`config.mk`:
```
export PLATFORM = sky130hd
export DESIGN_NAME = mem_access_unit
export DESIGN_NICKNAME = d
export VERILOG_FILES = /design/src/rtl/mem_access_pkg.sv /design/src/rtl/ma_load_align.sv /design/src/rtl/mem_access_unit.sv
export SDC_FILE = /design/constraint.sdc
export NUM_CORES = 1
export LEC_CHECK = 0
export CELL_PAD_IN_SITES_DETAIL_PLACEMENT = 0
export CELL_PAD_IN_SITES_GLOBAL_PLACEMENT = 1
export CORE_MARGIN = 5
export CORE_UTILIZATION = 35
export CTS_BUF_LIST = sky130_fd_sc_hd__clkbuf_4 sky130_fd_sc_hd__clkbuf_8
export DETAILED_ROUTE_END_ITERATION = 16
export DONT_BUFFER_PORTS = 1
export GPL_TIMING_DRIVEN = 0
export PLACE_DENSITY = 0.77
export RECOVER_POWER = 25
export SKIP_LAST_GASP = 1
export SYNTH_ARGS = -nofsm -noshare
export SYNTH_HDL_FRONTEND = slang
export SYNTH_SLANG_ARGS = --single-unit
```
`constraint.sdc`:
```
create_clock -name i_clk -period 1.7 [get_ports i_clk]
set_clock_uncertainty 0.05 [all_clocks]
set_input_delay 0.34 -clock i_clk [delete_from_list [all_inputs] [get_ports i_clk]]
set_output_delay 0.34 -clock i_clk [all_outputs]
set_load 0.02 [all_outputs]
```
`src/rtl/mem_access_pkg.sv`:
```
// Shared types and helpers for the memory-access stage: size encodings, FSM states and
// byte-enable constants.
package mem_access_pkg;

    typedef enum logic [1:0] {
        SzNone = 2'b00,
        SzByte = 2'b01,
        SzHalf = 2'b10,
        SzWord = 2'b11
    } size_e;

    typedef enum logic [1:0] {
        StIdle,
        StAccess,
        StDone
    } state_e;

    localparam logic [3:0] BeNone   = 4'b0000;
    localparam logic [3:0] BeByte   = 4'b0001;
    localparam logic [3:0] BeHalfLo = 4'b0011;
    localparam logic [3:0] BeHalfHi = 4'b1100;
    localparam logic [3:0] BeWord   = 4'b1111;

    function automatic logic [3:0] byte_en(input size_e size, input logic [1:0] addr);
        case (size)
            SzByte:  byte_en = BeByte << addr;
            SzHalf:  byte_en = addr[1] ? BeHalfHi : BeHalfLo;
            SzWord:  byte_en = BeWord;
            default: byte_en = BeNone;
        endcase
    endfunction

    function automatic logic is_misaligned(input size_e size, input logic [1:0] addr);
        case (size)
            SzHalf:  is_misaligned = addr[0];
            SzWord:  is_misaligned = |addr;
            default: is_misaligned = 1'b0;
        endcase
    endfunction

endpackage

```
`src/rtl/ma_load_align.sv`:
```
// Load lane select and sign/zero extension of a memory word into a 32-bit result.
module ma_load_align
    import mem_access_pkg::*;
(
    input  logic [31:0] i_word,
    input  logic [1:0]  i_addr,
    input  size_e       i_size,
    input  logic        i_unsigned,
    output logic [31:0] o_data
);

    logic [7:0]  w_byte;
    logic [15:0] w_half;

    always_comb begin
        w_byte = 8'h00;
        case (i_addr)
            2'd0: w_byte = i_word[7:0];
            2'd1: w_byte = i_word[15:8];
            2'd2: w_byte = i_word[23:16];
            2'd3: w_byte = i_word[31:24];
            default: w_byte = 8'h00;
        endcase
        w_half = i_addr[1] ? i_word[31:16] : i_word[15:0];

        case (i_size)
            SzByte:  o_data = {{24{~i_unsigned & w_byte[7]}}, w_byte};
            SzHalf:  o_data = {{16{~i_unsigned & w_half[15]}}, w_half};
            default: o_data = i_word;
        endcase
    end

endmodule

```
`src/rtl/mem_access_unit.sv`:
```
// Memory-access stage engine: IDLE -> ACCESS -> DONE handshake with a variable-latency data
// memory. Define MA_MISALIGN_TRAP_EN to trap misaligned half/word accesses (adds o_misaligned).
module mem_access_unit
    import mem_access_pkg::*;
(
    input  logic        i_clk,
    input  logic        i_rst_n,
    input  logic [31:0] i_alu_result,
    input  logic [31:0] i_store_data,
    input  logic [1:0]  i_mem_read,
    input  logic [1:0]  i_mem_write,
    input  logic        i_load_unsigned,
    output logic [31:0] o_dm_addr,
    output logic [31:0] o_dm_write_data,
    output logic [3:0]  o_dm_byte_en,
    output logic        o_dm_read,
    output logic        o_dm_write,
    input  logic        i_dm_ready,
    input  logic [31:0] i_dm_read_data,
    output logic [31:0] o_load_data,
    output logic        o_load_valid,
    output logic        o_busy
`ifdef MA_MISALIGN_TRAP_EN
    ,
    output logic        o_misaligned
`endif
);

    state_e      r_state;
    logic [1:0]  r_addr_lo;
    size_e       r_size;
    logic        r_unsigned;
    logic [31:0] r_dm_addr;
    logic [31:0] r_dm_wdata;
    logic [3:0]  r_dm_be;
    logic        r_dm_read;
    logic        r_dm_write;
    logic [31:0] r_load_data;
    logic        r_load_valid;
`ifdef MA_MISALIGN_TRAP_EN
    logic        r_misaligned;
`endif

    logic        w_req;
    logic        w_is_write;
    size_e       w_size;
    logic [31:0] w_wdata;
    logic [31:0] w_aligned;

    assign w_req      = (i_mem_read != 2'b00) || (i_mem_write != 2'b00);
    assign w_is_write = (i_mem_write != 2'b00);
    // A simultaneous read request is dropped in favour of the write.
    assign w_size     = w_is_write ? size_e'(i_mem_write) : size_e'(i_mem_read);

    always_comb begin
        case (w_size)
            SzByte:  w_wdata = {4{i_store_data[7:0]}};
            SzHalf:  w_wdata = {2{i_store_data[15:0]}};
            default: w_wdata = i_store_data;
        endcase
    end

    ma_load_align u_load_align (
        .i_word     (i_dm_read_data),
        .i_addr     (r_addr_lo),
        .i_size     (r_size),
        .i_unsigned (r_unsigned),
        .o_data     (w_aligned)
    );

    always_ff @(posedge i_clk or negedge i_rst_n) begin
        if (!i_rst_n) begin
            r_state      <= StIdle;
            r_addr_lo    <= 2'b00;
            r_size       <= SzNone;
            r_unsigned   <= 1'b0;
            r_dm_addr    <= 32'h0;
            r_dm_wdata   <= 32'h0;
            r_dm_be      <= BeNone;
            r_dm_read    <= 1'b0;
            r_dm_write   <= 1'b0;
            r_load_data  <= 32'h0;
            r_load_valid <= 1'b0;
`ifdef MA_MISALIGN_TRAP_EN
            r_misaligned <= 1'b0;
`endif
        end else begin
            r_load_valid <= 1'b0;
`ifdef MA_MISALIGN_TRAP_EN
            r_misaligned <= 1'b0;
`endif
            case (r_state)
                StIdle: begin
                    if (w_req) begin
                        r_addr_lo  <= i_alu_result[1:0];
                        r_size     <= w_size;
                        r_unsigned <= i_load_unsigned;
                        r_dm_addr  <= {i_alu_result[31:2], 2'b00};
                        r_dm_wdata <= w_wdata;
                        r_dm_be    <= byte_en(w_size, i_alu_result[1:0]);
`ifdef MA_MISALIGN_TRAP_EN
                        if (is_misaligned(w_size, i_alu_result[1:0])) begin
                            r_misaligned <= 1'b1;
                            r_load_data  <= 32'h0;
                            r_state      <= StDone;
                        end else
`endif
                        begin
                            r_dm_read  <= ~w_is_write;
                            r_dm_write <= w_is_write;
                            r_state    <= StAccess;
                        end
                    end
                end
                StAccess: begin
                    if (i_dm_ready) begin
                        if (r_dm_read) begin
                            r_load_data  <= w_aligned;
                            r_load_valid <= 1'b1;
                        end
                        r_dm_read  <= 1'b0;
                        r_dm_write <= 1'b0;
                        r_state    <= StDone;
                    end
                end
                // EX/MA still holds the completed op here; never re-trigger on it.
                StDone:  r_state <= StIdle;
                default: r_state <= StIdle;
            endcase
        end
    end

    // Reset gating keeps BUSY low while reset is held even if EX/MA still shows an op.
    assign o_busy = (r_state == StAccess) || ((r_state == StIdle) && w_req && i_rst_n);

    assign o_dm_addr       = r_dm_addr;
    assign o_dm_write_data = r_dm_wdata;
    assign o_dm_byte_en    = r_dm_be;
    assign o_dm_read       = r_dm_read;
    assign o_dm_write      = r_dm_write;
    assign o_load_data     = r_load_data;
    assign o_load_valid    = r_load_valid;
`ifdef MA_MISALIGN_TRAP_EN
    assign o_misaligned    = r_misaligned;
`endif

endmodule
```
==> qor.yml <==
outcome:
  status: "finished, violations left"
  violations: "negative hold slack, negative setup slack"
timing:
  slew_violations: 0
  period_needed_ns: 1.89
  finalSetupViolations: 25
  timing.hold.ws_ns: -0.400
  timing.fmax_mhz: 530
  layout_setup_ws_ns: -0.188
  fin_setup_tns_ns: -3.13
  rsz0062_at_grt: "yes"
  finalCritPeriodShare_pct: 111
  maxSlewHeadroom_pct: 58.8
  hold_violations: 108
  worst_pin_slew_ns: 0.612
final_layout:
  mostFrequentLayoutCell: "nand2_1"
  fin_nets: 717
  final_cell_mix: "nand2_1 (166), dfrtp_1 (107), nor2_1 (49)"
  final_area_um2: 6270
  num-fill-cells: 1323
  area_growth_pct: 25.4
  final_util_pct: 45.0
  layout-drive-gt1-share_pct: 23.5
  diodes: 0
yosys:
  synth_top_area_share_pct: 54.0
  syn_area_per_cell_um2: 8.90
  synth-edff-count: 0
  synth.distinct_cells: 37
  syn_inst: 562
  synth_top_flop_cell: "dfrtp_1"
  ys_top_cells_by_area: "dfrtp_1 (54%), nand2_1 (13%), nor2_1 (3.8%)"
  yosysWarnings: 0
  ys_seq_area_share_pct: 54.0
  synth.cell_area_um2: 5000
  async_flop_share_pct: 100
  synth_largest_area_cell: "dfrtp_1"
  ys_ff_latch: 108
global_route:
  grt_pass1_wl_mm: 24.3
  antenna_found_initial: 0
  track_usage_pct: 18.5
  grt_overflow_total: 0
  grt_pass1_vias: 4561
  grt_max_degree: 110
drt:
  finalWirelength_mm: 15.6
  wl_per_cell_um: 19.6
  drtPass1Iterations: 6
  first_iter_violations: 250
  vias: 4196
  route.detailed.drc: 0
  post_drt_via_cell_ratio: 5.30
  ant_nets: 0
clock_network:
  cts_tree: "yes"
  clk_path_buf_depth: 2
  path_clk_slew_ns: 0.10
  cts-root-buf: "clkbuf_8"
  cts_buffers: 9
  clk_latency_ns: 0.37
  clkSinkCount: 108
  htree_levels: 3
floorplan:
  die_area_um2: 16800
  num_rows: 43
  start_util_pct: 35.9
  boundaryPins: 208
  core_region_area_um2: 13900
  fp.dieH_um: 130
  die_w_um: 130
job:
  drv_cap: 0
placed_design:
  port_buffers: 0
  hpwl_mm: 11.1
  place.gp.congestion: 0.845
  place_area_um2: 5300
  pre_cts_ws_ns: -0.582
critical_path:
  arrival_ns: 2.10
  crit_path_start_kind: "register"
  cp_max_fo: 10
  rr_startpoint: "r_addr_lo[1]"
  crit_path_top_delay_cell: "mux4_2"
  path_class: "register to register"
  worst_ep_required_time_ns: 1.91
  path_cells: "mux4_2 -> and2_4 -> o2111ai_4 -> buf_8 -> nand3_2"
  critPathMaxStageDelay_ns: 0.53
  timing.rr.end: "o_load_data[20]"
  r2r_cells: 5
  crit_family: "multiplexers"
  end_kind: "register"
  path_buf_inv: 1
  rrSetupSlack_ns: -0.19
hold_path:
  hp-class: "input pin to asynchronous set/reset pin"
power_and_ir_drop:
  p_per_area_nw_per_um2: 2070
  ir_drop_mv: 0.913
  leakagePower_nw: 2.99
==> worst register-to-register path: cells and delay by family, from the launching register on <==
| family | cells | cell delay [ns] |
|---|---|---|
| flip-flops | 1 | 0.41 |
| buffers and inverters | 1 | 0.20 |
| multiplexers | 1 | 0.53 |
| AO/OA/AOI/OAI | 1 | 0.31 |
| AND/OR/NAND/NOR | 2 | 0.28 |
==> where the power goes <==
part           switching [mW]  internal, mW
Combinational            2.93          2.28
Sequential               2.40          3.77
Clock                   0.884         0.744
Total                    6.21          6.79
==> routing by layer <==
layer | GRT usage [%] | vias to the layer above | part of all wire (%)
met4 | 6.17 | 0 | 2.2
met5 | 0 | - | 0
met3 | 7.54 | 25 | 10
li1 | - | 1965 | -
met1 | 21.6 | 2048 | 38
met2 | 31.0 | 158 | 49
==> logic make-up after synthesis <==
family | Yosys count | synth area share [%]
mux | 10 | 2.45
flops | 108 | 54.0
fa+ha+maj | 6 | 1.50
buf+inv | 53 | 4.53
simple gates | 278 | 22.9
compound gates | 106 | 14.5
other cells | 1 | 0.0750
==> flip-flops by register name, summed over array words and instances (netlist names) <==
| name | flops |
|---|---|
| o_dm_addr | 30 |
| o_dm_byte_en | 4 |
| o_dm_read | 1 |
| o_dm_write | 1 |
| o_dm_write_data | 32 |
| o_load_data | 32 |
| o_load_valid | 1 |
| r_addr_lo | 2 |
| r_size | 2 |
| r_state | 2 |
| r_unsigned | 1 |
==> layout make-up <==
class	count	area (um2)	area share [%]
clock buffer	11	145	2.31
inverter	15	58.8	0.938
buffer	32	272	4.33
multi-input combinational	402	2440	38.9
sequential	108	2700	43.1
clock inverter	5	60.1	0.958
tap	180	225	3.59
timing repair buffer	39	365	5.83
==> worst max path at each step <==
stage | end | cells after the start | from
after floorplan | o_busy | 5 | r_state[1]
after global placement | o_busy | 5 | r_state[1]
after detailed placement | o_busy | 5 | r_state[1]
after CTS | o_busy | 5 | r_state[0]
after global routing | o_busy | 5 | r_state[1]
final | o_load_data[20] | 5 | r_addr_lo[1]
==> synthesized netlist by cell type (2+ instances only) <==
cell      number
nand2_1      170
dfrtp_1      108
nor2_1        51
a21oi_1       37
nand3_1       33
clkbuf_1      28
o21ai_0       17
inv_1         13
a22o_1        11
nor2b_1       10
o31ai_1        9
a221oi_1       8
mux2_2         8
nand2b_1       8
a22oi_1        7
a32oi_1        7
ha_1           6
a21o_1         4
buf_2          4
buf_1          2
buf_4          2
buf_6          2
clkinv_1       2
nor3_1         2
==> stage by stage <==
step / total power [mW] / std cells
final: 13.0 / 792
after global routing: 14.0 / 792
after CTS: 12.6 / 791
after detailed placement: 10.2 / 743
after global placement: 10.0 / 743
after floorplan: 8.91 / 563
==> what timing repair did <==
item,4_1_cts,5_1_grt
hold buffers,16,1
gates resized for setup,75,62
pin swaps,17,17
setup endpoints to repair,99,89
hold endpoints to repair,124,109
buffers inserted,19,3
(Power assumes the default switching activity.)
